--- src/rtl/mem_pkg.sv ---
// mem_pkg: shared FSM state encoding and address-check constant for data_mem_resp
//   state_t  : S_IDLE=0, S_WAIT=1, S_RESP=2
//   ADDR_LSB : number of byte-offset bits below the word index
package mem_pkg;
    typedef enum logic [1:0] {
        S_IDLE = 2'd0,
        S_WAIT = 2'd1,
        S_RESP = 2'd2
    } state_t;
    localparam int ADDR_LSB = 2;
endpackage

--- src/rtl/ram_sp.sv ---
// ram_sp: single-port 32-bit RAM, synchronous write, asynchronous read, no reset
//   i_clk   : write clock
//   i_we    : write enable
//   i_addr  : word address (read and write)
//   i_wdata : write data
//   o_rdata : combinational read data at i_addr
module ram_sp #(
    parameter int DEPTH = 64,
    parameter int AW    = $clog2(DEPTH)
) (
    input  logic          i_clk,
    input  logic          i_we,
    input  logic [AW-1:0] i_addr,
    input  logic [31:0]   i_wdata,
    output logic [31:0]   o_rdata
);
    logic [31:0] r_mem [DEPTH];

    always_ff @(posedge i_clk) begin
        if (i_we) r_mem[i_addr] <= i_wdata;
    end

    assign o_rdata = r_mem[i_addr];
endmodule

--- src/rtl/data_mem_resp.sv ---
// data_mem_resp: word memory behind a valid/ready request port with WAIT wait states
//   clk, reset (async, active-low)
//   req_valid/req_write/req_addr/req_wdata -> req_ready : request channel, one outstanding
//   resp_valid/resp_rdata/resp_err <- resp_ready        : response channel
module data_mem_resp
    import mem_pkg::*;
#(
    parameter int DEPTH = 64,
    parameter int WAIT  = 2
) (
    input  logic        clk,
    input  logic        reset,
    input  logic        req_valid,
    input  logic        req_write,
    input  logic [31:0] req_addr,
    input  logic [31:0] req_wdata,
    output logic        req_ready,
    output logic        resp_valid,
    input  logic        resp_ready,
    output logic [31:0] resp_rdata,
    output logic        resp_err
);
    localparam int AW = $clog2(DEPTH);
    localparam bit DIRECT = (WAIT == 0);

    state_t      r_state, w_next;
    logic [3:0]  r_cnt;
    logic        r_write, r_err;
    logic [AW-1:0] r_addr;
    logic [31:0] r_wdata, r_rdata;

    logic          w_accept, w_req_err, w_go_resp, w_write, w_err, w_we;
    logic [AW-1:0] w_addr;
    logic [31:0]   w_wdata, w_ram_rdata;

    // gating with reset keeps req_ready low while reset is held
    assign req_ready = reset & (r_state == S_IDLE);
    assign w_accept  = req_valid & req_ready;
    assign w_req_err = (req_addr[ADDR_LSB-1:0] != '0) | ((req_addr >> ADDR_LSB) >= 32'(DEPTH));

    // with no wait states the memory access happens on the accept edge itself,
    // so it must use the live request rather than the captured copy
    assign w_write = DIRECT ? req_write : r_write;
    assign w_err   = DIRECT ? w_req_err : r_err;
    assign w_addr  = DIRECT ? req_addr[ADDR_LSB +: AW] : r_addr;
    assign w_wdata = DIRECT ? req_wdata : r_wdata;

    assign w_go_resp = ((r_state == S_IDLE) & w_accept & DIRECT) |
                       ((r_state == S_WAIT) & (r_cnt == '0));
    assign w_we = w_go_resp & w_write & ~w_err;

    ram_sp #(.DEPTH(DEPTH)) u_ram (
        .i_clk  (clk),
        .i_we   (w_we),
        .i_addr (w_addr),
        .i_wdata(w_wdata),
        .o_rdata(w_ram_rdata)
    );

    always_ff @(posedge clk or negedge reset) begin
        if (!reset) r_state <= S_IDLE;
        else        r_state <= w_next;
    end

    always_comb begin
        w_next = r_state;
        case (r_state)
            S_IDLE:  if (w_accept) w_next = DIRECT ? S_RESP : S_WAIT;
            S_WAIT:  if (r_cnt == '0) w_next = S_RESP;
            S_RESP:  if (resp_ready) w_next = S_IDLE;
            default: w_next = S_IDLE;
        endcase
    end

    always_ff @(posedge clk or negedge reset) begin
        if (!reset) begin
            r_cnt   <= '0;
            r_write <= 1'b0;
            r_err   <= 1'b0;
            r_addr  <= '0;
            r_wdata <= '0;
            r_rdata <= '0;
        end else begin
            if (w_accept) begin
                r_write <= req_write;
                r_err   <= w_req_err;
                r_addr  <= req_addr[ADDR_LSB +: AW];
                r_wdata <= req_wdata;
                r_cnt   <= 4'(DIRECT ? 0 : WAIT - 1);
            end else if (r_state == S_WAIT && r_cnt != '0) begin
                r_cnt <= r_cnt - 4'd1;
            end
            if (w_go_resp) r_rdata <= (w_write | w_err) ? 32'd0 : w_ram_rdata;
        end
    end

    assign resp_valid = (r_state == S_RESP);
    assign resp_rdata = resp_valid ? r_rdata : 32'd0;
    assign resp_err   = resp_valid & r_err;
endmodule

--- config.mk ---
export PLATFORM = sky130hd
export DESIGN_NAME = data_mem_resp
export DESIGN_NICKNAME = d
export VERILOG_FILES = /design/src/rtl/mem_pkg.sv /design/src/rtl/ram_sp.sv /design/src/rtl/data_mem_resp.sv
export SDC_FILE = /design/constraint.sdc
export NUM_CORES = 2
export LEC_CHECK = 0
export BUFFER_PORTS_ARGS = -buffer_cell sky130_fd_sc_hd__buf_2
export CAP_MARGIN = 20
export CORE_UTILIZATION = 51
export DETAILED_ROUTE_END_ITERATION = 10
export PLACE_DENSITY_LB_ADDON = 0.15
export SYNTH_ARGS = -nofsm -noshare
export SYNTH_HDL_FRONTEND = slang
export SYNTH_SLANG_ARGS = --single-unit
--- constraint.sdc ---
create_clock -name clk -period 4.8 [get_ports clk]
set_clock_uncertainty 0.05 [all_clocks]
set_input_delay 0.48 -clock clk [delete_from_list [all_inputs] [get_ports clk]]
set_output_delay 0.48 -clock clk [all_outputs]
set_load 0.02 [all_outputs]
### Word-level counts from Yosys, hierarchy flattened

Memory sizes are Yosys's and may differ from the RTL's.
Index checks and enable logic that the tools add are counted.

* add/sub/neg operators: 1
* magnitude comparators: 1
* eq/ne operators: 5
* multiplexer cells: 10
* bitwise logic cells: 9
* reductions and logical operators: 7

Operators by type and width (number)
* 32-bit two-way mux: 2
* 30-bit by 7-bit greater-or-equal comparator with 1-bit output, second input constant: 1
* 4-bit two-way mux: 2
* 1-bit bitwise AND: 6
* 2-bit two-way mux: 3
* 2-bit one-hot mux with 3 select lines: 1
* 4-bit zero test: 1
* 2-bit by 1-bit inequality test with 1-bit output, second input constant: 2
* 2-bit nonzero test: 2
* 4-bit nonzero test: 1
* 4-bit by 1-bit subtractor with 4-bit output, second input constant: 1
* 3-bit AND reduction: 1
* 2-bit by 1-bit equality test with 1-bit output, second input constant: 1
* 2-bit equality test, second input constant: 1
* 2-bit zero test: 1
* 1-bit two-way mux: 2
* 2-bit inequality test, second input constant: 1
* 1-bit bitwise OR: 2
* 1-bit logical AND: 1
* 1-bit NOT: 1

* bits in registers: 78
* RAM bits: 2048
* input port bits: 69
* logic and storage cells: 41
* memories kept: 1

Memory list
* u_ram.r_mem: depth 64, bits a word 32, read ports 1, clocked after memory_dff 0, write ports 1, line ram_sp.sv:17 `logic [31:0] r_mem [DEPTH];`

### Depth between registers and ports, before layout

* depth in word-level cells: 6
* mapped depth: 11
* depth with buffers taken out: 8

### By module

Synthesis repeated with hierarchy kept, for this count alone.

* cells, all modules: 4508
* area total of the unflattened synthesis: 81755.9 µm²

Modules (own cells, without submodules)
* ram_sp: instances 1, cells each 4207, area each 78287.6 µm², seq. area each 61499.0 µm²
* data_mem_resp: instances 1, cells each 301, area each 3468.3 µm², seq. area each 1951.9 µm²

### Worst setup path before layout

No wires, ideal clock.

* path type: register to register
* from: register r_cnt[0]
* to: memory u_ram.r_mem[11][0], enable pin
* setup time: 421 ps
* arrival time: 3334 ps
* path slack: 995 ps
* cell stages (with the launch flop): 10
* buffers on the path: 1
* period minus slack after synthesis: 3805 ps
* cell sequence: dfrtp_1 > inv_1 > ha_1 > nor3b_1 > nand2_1 > clkbuf_1 > nor3b_1 > and2_1 > nand2_1 > nor2_1

* word-level cells in the longest chain between the ends: 6

RTL lines
* start: declaration: line data_mem_resp.sv:27 `logic [3:0] r_cnt;`
* start signal: assignment: line data_mem_resp.sv:89 `r_cnt <= 4'(DIRECT ? 0 : WAIT - 1);`
* start signal: assignment: line data_mem_resp.sv:91 `r_cnt <= r_cnt - 4'd1;`
* 4-bit zero test: line data_mem_resp.sv:49 `((r_state == S_WAIT) & (r_cnt == '0));`
* 1-bit bitwise AND: line data_mem_resp.sv:49
* 1-bit bitwise AND (2 in a row): line data_mem_resp.sv:50 `assign w_we = w_go_resp & w_write & ~w_err;`
* 1-bit two-way mux: line ram_sp.sv:20 `if (i_we) r_mem[i_addr] <= i_wdata;`
* 1-bit two-way mux (not written as such): line ram_sp.sv:20
* end: declaration: line ram_sp.sv:17

Every way passes these cells.

### Final worst setup path

* from: register r_addr[4]
* to: register r_rdata[17]

* word-level cells in the longest chain between the ends: 2

RTL lines
* start: declaration: line data_mem_resp.sv:29 `logic [AW-1:0] r_addr;`
* start signal: assignment: line data_mem_resp.sv:87 `r_addr <= req_addr[ADDR_LSB +: AW];`
* memory read 64 x 32 bit
* 32-bit two-way mux: line data_mem_resp.sv:93 `if (w_go_resp) r_rdata <= (w_write | w_err) ? 32'd0 : w_ram_rdata;`
* end signal: assignment: line data_mem_resp.sv:93
* end: declaration: line data_mem_resp.sv:30 `logic [31:0] r_wdata, r_rdata;`

Every way passes these cells.
A chain may end at the register's enable or synchronous reset.

==> flow_summary.rst <==
.. list-table::
   :header-rows: 1

   * - Metric
     - Value
   * - Total global routing track utilization
     - 30.0%
   * - Detailed-placement wirelength estimate
     - 141,000 um
   * - Share of power burned in registers
     - 42.7%
   * - Die Outline Area
     - 160,000 sq um
   * - Post-layout min period
     - 4690 ps
   * - Detailed Route WL
     - 240,000 um
   * - Least setup slack across all paths after layout
     - 111 ps
   * - Share of synthesized area occupied by flip-flops and latches
     - 78.6%
   * - Wire length of the first global-routing pass
     - 340,000 um
   * - Number of warnings reported in the yosys synthesis log
     - 0
   * - Fmax
     - 213 MHz
   * - Largest net degree at the start of global routing
     - 101
   * - Clock transition at path regs
     - 60 ps
   * - Post-synth top flop
     - sky130_fd_sc_hd__edfxtp_1
   * - Grt total ovfl
     - 0
   * - Number of buffers on the longest clock path
     - 3
   * - Post-synth EDFFs
     - 2,048
   * - Most used cells in the layout excluding fill and tap cells
     - sky130_fd_sc_hd__edfxtp_1, sky130_fd_sc_hd__a22oi_1, sky130_fd_sc_hd__o22ai_1
   * - Filler Cells Inserted
     - 11,712
   * - Count of input and output buffers
     - 103
   * - Clock Root Buffer
     - sky130_fd_sc_hd__clkbuf_16
   * - Unrepaired setup endpoints after global routing
     - false
   * - Data required time at the worst endpoint
     - 5470 ps
   * - Cell type with the largest total area after synthesis
     - sky130_fd_sc_hd__edfxtp_1
   * - Post-CTS setup buffer count
     - 0
   * - Worst EP arrival
     - 5360 ps
   * - Synthesized instance count
     - 4,666
   * - Starting density of the core
     - 51.5%
   * - Switching power as a share of total power
     - 34.6%
   * - Post-DRT Antenna Nets
     - 0
   * - Initial antenna violation count
     - 8
   * - Asr flop ratio synth
     - 3.67%
   * - Violation count after the first detailed-routing iteration
     - 6,531
   * - Area of the core region
     - 157,000 sq um
   * - Final period util
     - 97.7%
   * - Worst min-delay path class
     - in -> async
   * - Rel. slew slack
     - 22.7%
   * - Via count normalized by instance count
     - 6.75
   * - Max-Cap Viols
     - 0
   * - Slew of the pin with the lowest slew margin
     - 1150 ps
   * - Status
     - complete, no violations
   * - Leading post-synthesis cells by cell area
     - sky130_fd_sc_hd__edfxtp_1, sky130_fd_sc_hd__a22oi_1, sky130_fd_sc_hd__a221oi_1
   * - NetSw
     - 19,400 uW
   * - Share of the synthesized area in the top cell type
     - 76.2%
   * - Setup CP Type
     - reg -> reg
   * - First-pass detailed-route iteration total
     - 6
   * - Standard-cell rows
     - 145
   * - Max-slew violations
     - 0
   * - Number of remaining DRC errors
     - 0
   * - Cell type of the slowest stage on the worst timing path
     - sky130_fd_sc_hd__nor4_1
   * - CTS H-Tree Depth
     - 4
   * - Wire length per cell after detailed routing
     - 33.7 um
   * - Number of placed I/O pins
     - 104
   * - Peak ir drop on the vdd network
     - 0.000738 V
   * - Final Hold Vio Count
     - 0
   * - Layout cells sized above 1
     - 17.0%
   * - Syn Nets
     - 4,736
   * - Die Y-Extent
     - 400 um
   * - Clk_lat worst skew
     - 850 ps
   * - Power density over the cells
     - 609 nW/um^2
   * - Post-CTS Resized
     - 0
   * - Post-placement worst setup slack
     - 273 ps
   * - Leak Pwr
     - 0.0288 uW
   * - Kind of end point of the critical path
     - flip-flop
   * - Setup_tns
     - 0 ps
   * - Area added between synthesis and finish
     - 14.1%
   * - Nature of the critical path startpoint
     - flip-flop
   * - Critical path fanouts, max
     - 31
   * - TritonCTS clock tree
     - built
   * - Die X-Extent
     - 400 um
   * - Netlist area before placement
     - 80,700 sq um
   * - Count of vias placed by the detailed router
     - 48,067
   * - Combinational power share
     - 29.2%
   * - Sequential cell area
     - 63,500 sq um
   * - Final setup violating endpoints
     - 0
   * - Number of global-route vias before repair
     - 45,572
   * - Sink count of the clock tree
     - 2,126
   * - Routability Congestion
     - 0.852
   * - Post-Syn Area per Cell
     - 17.3 sq um
   * - Worst path max stage delay
     - 990 ps
   * - Nets@finish
     - 4,961
   * - P_int
     - 36,700 uW
   * - Number of register bits inferred by synthesis
     - 2,126
   * - Total power
     - 56,100 uW
   * - Ordered cell list for the critical path
     - nand3b_1 > buf_4 > nand2b_1 > o22ai_1 > nor4_1 > a31oi_1 > a211o_1
   * - Clock network fraction of total power
     - 28.1%
   * - Num CTS Buffers
     - 206
   * - Area of the multi-input gates
     - 16,100 sq um
   * - Count of unique library cells instantiated by Yosys
     - 72
   * - Most common cell after layout, fill and taps aside
     - sky130_fd_sc_hd__edfxtp_1
## Yosys cell counts, drive strengths merged, types with 5 or more instances
master,instances
a2111oi,6
a211o,14
a211oi,8
a21o,14
a21oi,89
a221oi,245
a22o,65
a22oi,524
a31oi,44
a41o,13
and2,39
buf,197
clkbuf,171
dfrtp,78
edfxtp,2048
inv,5
mux2,98
mux2i,125
nand2,115
nand2b,9
nand3,12
nand3b,27
nor2,119
nor2b,11
nor3,86
nor3b,8
nor4,52
o211ai,13
o21ai,37
o221ai,7
o22ai,284
o2bb2ai,14
o31a,14
or3,6
or3b,8
or4,15
## state kept, by name, indices dropped and copies added, names as in the netlist
| register | flops |
|---|---|
| r_state | 2 |
| r_write | 1 |
| r_cnt | 4 |
| r_rdata | 32 |
| r_wdata | 32 |
| u_ram.r_mem | 2048 |
| r_addr | 6 |
| r_err | 1 |
## stage by stage
step	util, %	instances	instance area, sq um	hold WS [ps]
after floorplan	-	4666	80700	134
after global placement	54.2	6685	85000	423
after detailed placement	54.3	6692	85100	423
after CTS	58.7	7118	92000	36.0
after global routing	58.8	7123	92100	97.8
final	58.8	7126	92100	80.0
## power by group through the flow
stage	combinational [uW]	sequential (uW)	clock, uW
3_5_place_dp	15700	24700	0
3_3_place_gp	15400	24700	0
5_1_grt	17100	23900	16600
2_1_floorplan	8220	25100	0
4_1_cts	15800	24300	15900
6_report	16400	23900	15800
## area by class of cell
cell class                      count  share of cell area, %
Clock inverter                    112                   1.07
Multi-Input combinational cell   2165                   17.5
Sequential cell                  2126                   68.9
Tap cell                         2058                   2.79
Inverter                            7                 0.0312
Timing Repair Buffer              385                   3.69
Antenna cell                        3                0.00815
Clock buffer                      270                   5.99
## metal layers
metal / track usage (%) / share of wire [%] / up-vias
li1: - / - / 19954
met1: 43.1 / 40 / 24790
met2: 46.1 / 46 / 2861
met4: 11.6 / 4.1 / 6
met3: 4.85 / 9.4 / 456
met5: 0 / 0.017 / -
## logic make-up (layout without fill, tap and decap cells)
kind of cell,after synthesis,count (layout),share of synthesized area (%)
AND/OR/NAND/NOR,527,527,3.39
AO/OA/AOI/OAI,1409,1409,12.8
buffers and inverters,375,774,2.14
flip-flops,2126,2126,78.6
XOR/XNOR,3,3,0.0326
multiplexers,225,225,2.97
adder cells (fa/ha/maj),1,1,0.0155
other,0,3,0
## path summary, 6_finish.rpt
check                      cells past startpoint                       to  slack (ps)               startpoint
setup / recovery                               7  r_rdata[17]$_DFFE_PN0N_         110    r_addr[4]$_DFFE_PN0P_
hold / removal                                 2  r_wdata[16]$_DFFE_PN0P_          80                    reset
max in group asynchronous                      3    r_addr[2]$_DFFE_PN0P_        3090                    reset
hold reg to reg                                2  r_rdata[26]$_DFFE_PN0N_         440  r_rdata[26]$_DFFE_PN0N_
min in group clk                               2   r_state[1]$_DFFE_PN0P_         100               resp_ready
setup reg to reg                               7  r_rdata[17]$_DFFE_PN0N_         110    r_addr[4]$_DFFE_PN0P_
## what timing repair did
item                                   CTS  global route
endpoints found under the hold margin   69             0
setup endpoints to repair                0             0
hold buffers                            44             0
## critical path: cells and delay by family, from the launching register on
kind                   cells  cell delay (ps)
flip-flops                 1              950
AND/OR/NAND/NOR            3             1850
buffers and inverters      1              640
AO/OA/AOI/OAI              3             1040
(Power assumes the default switching activity.)
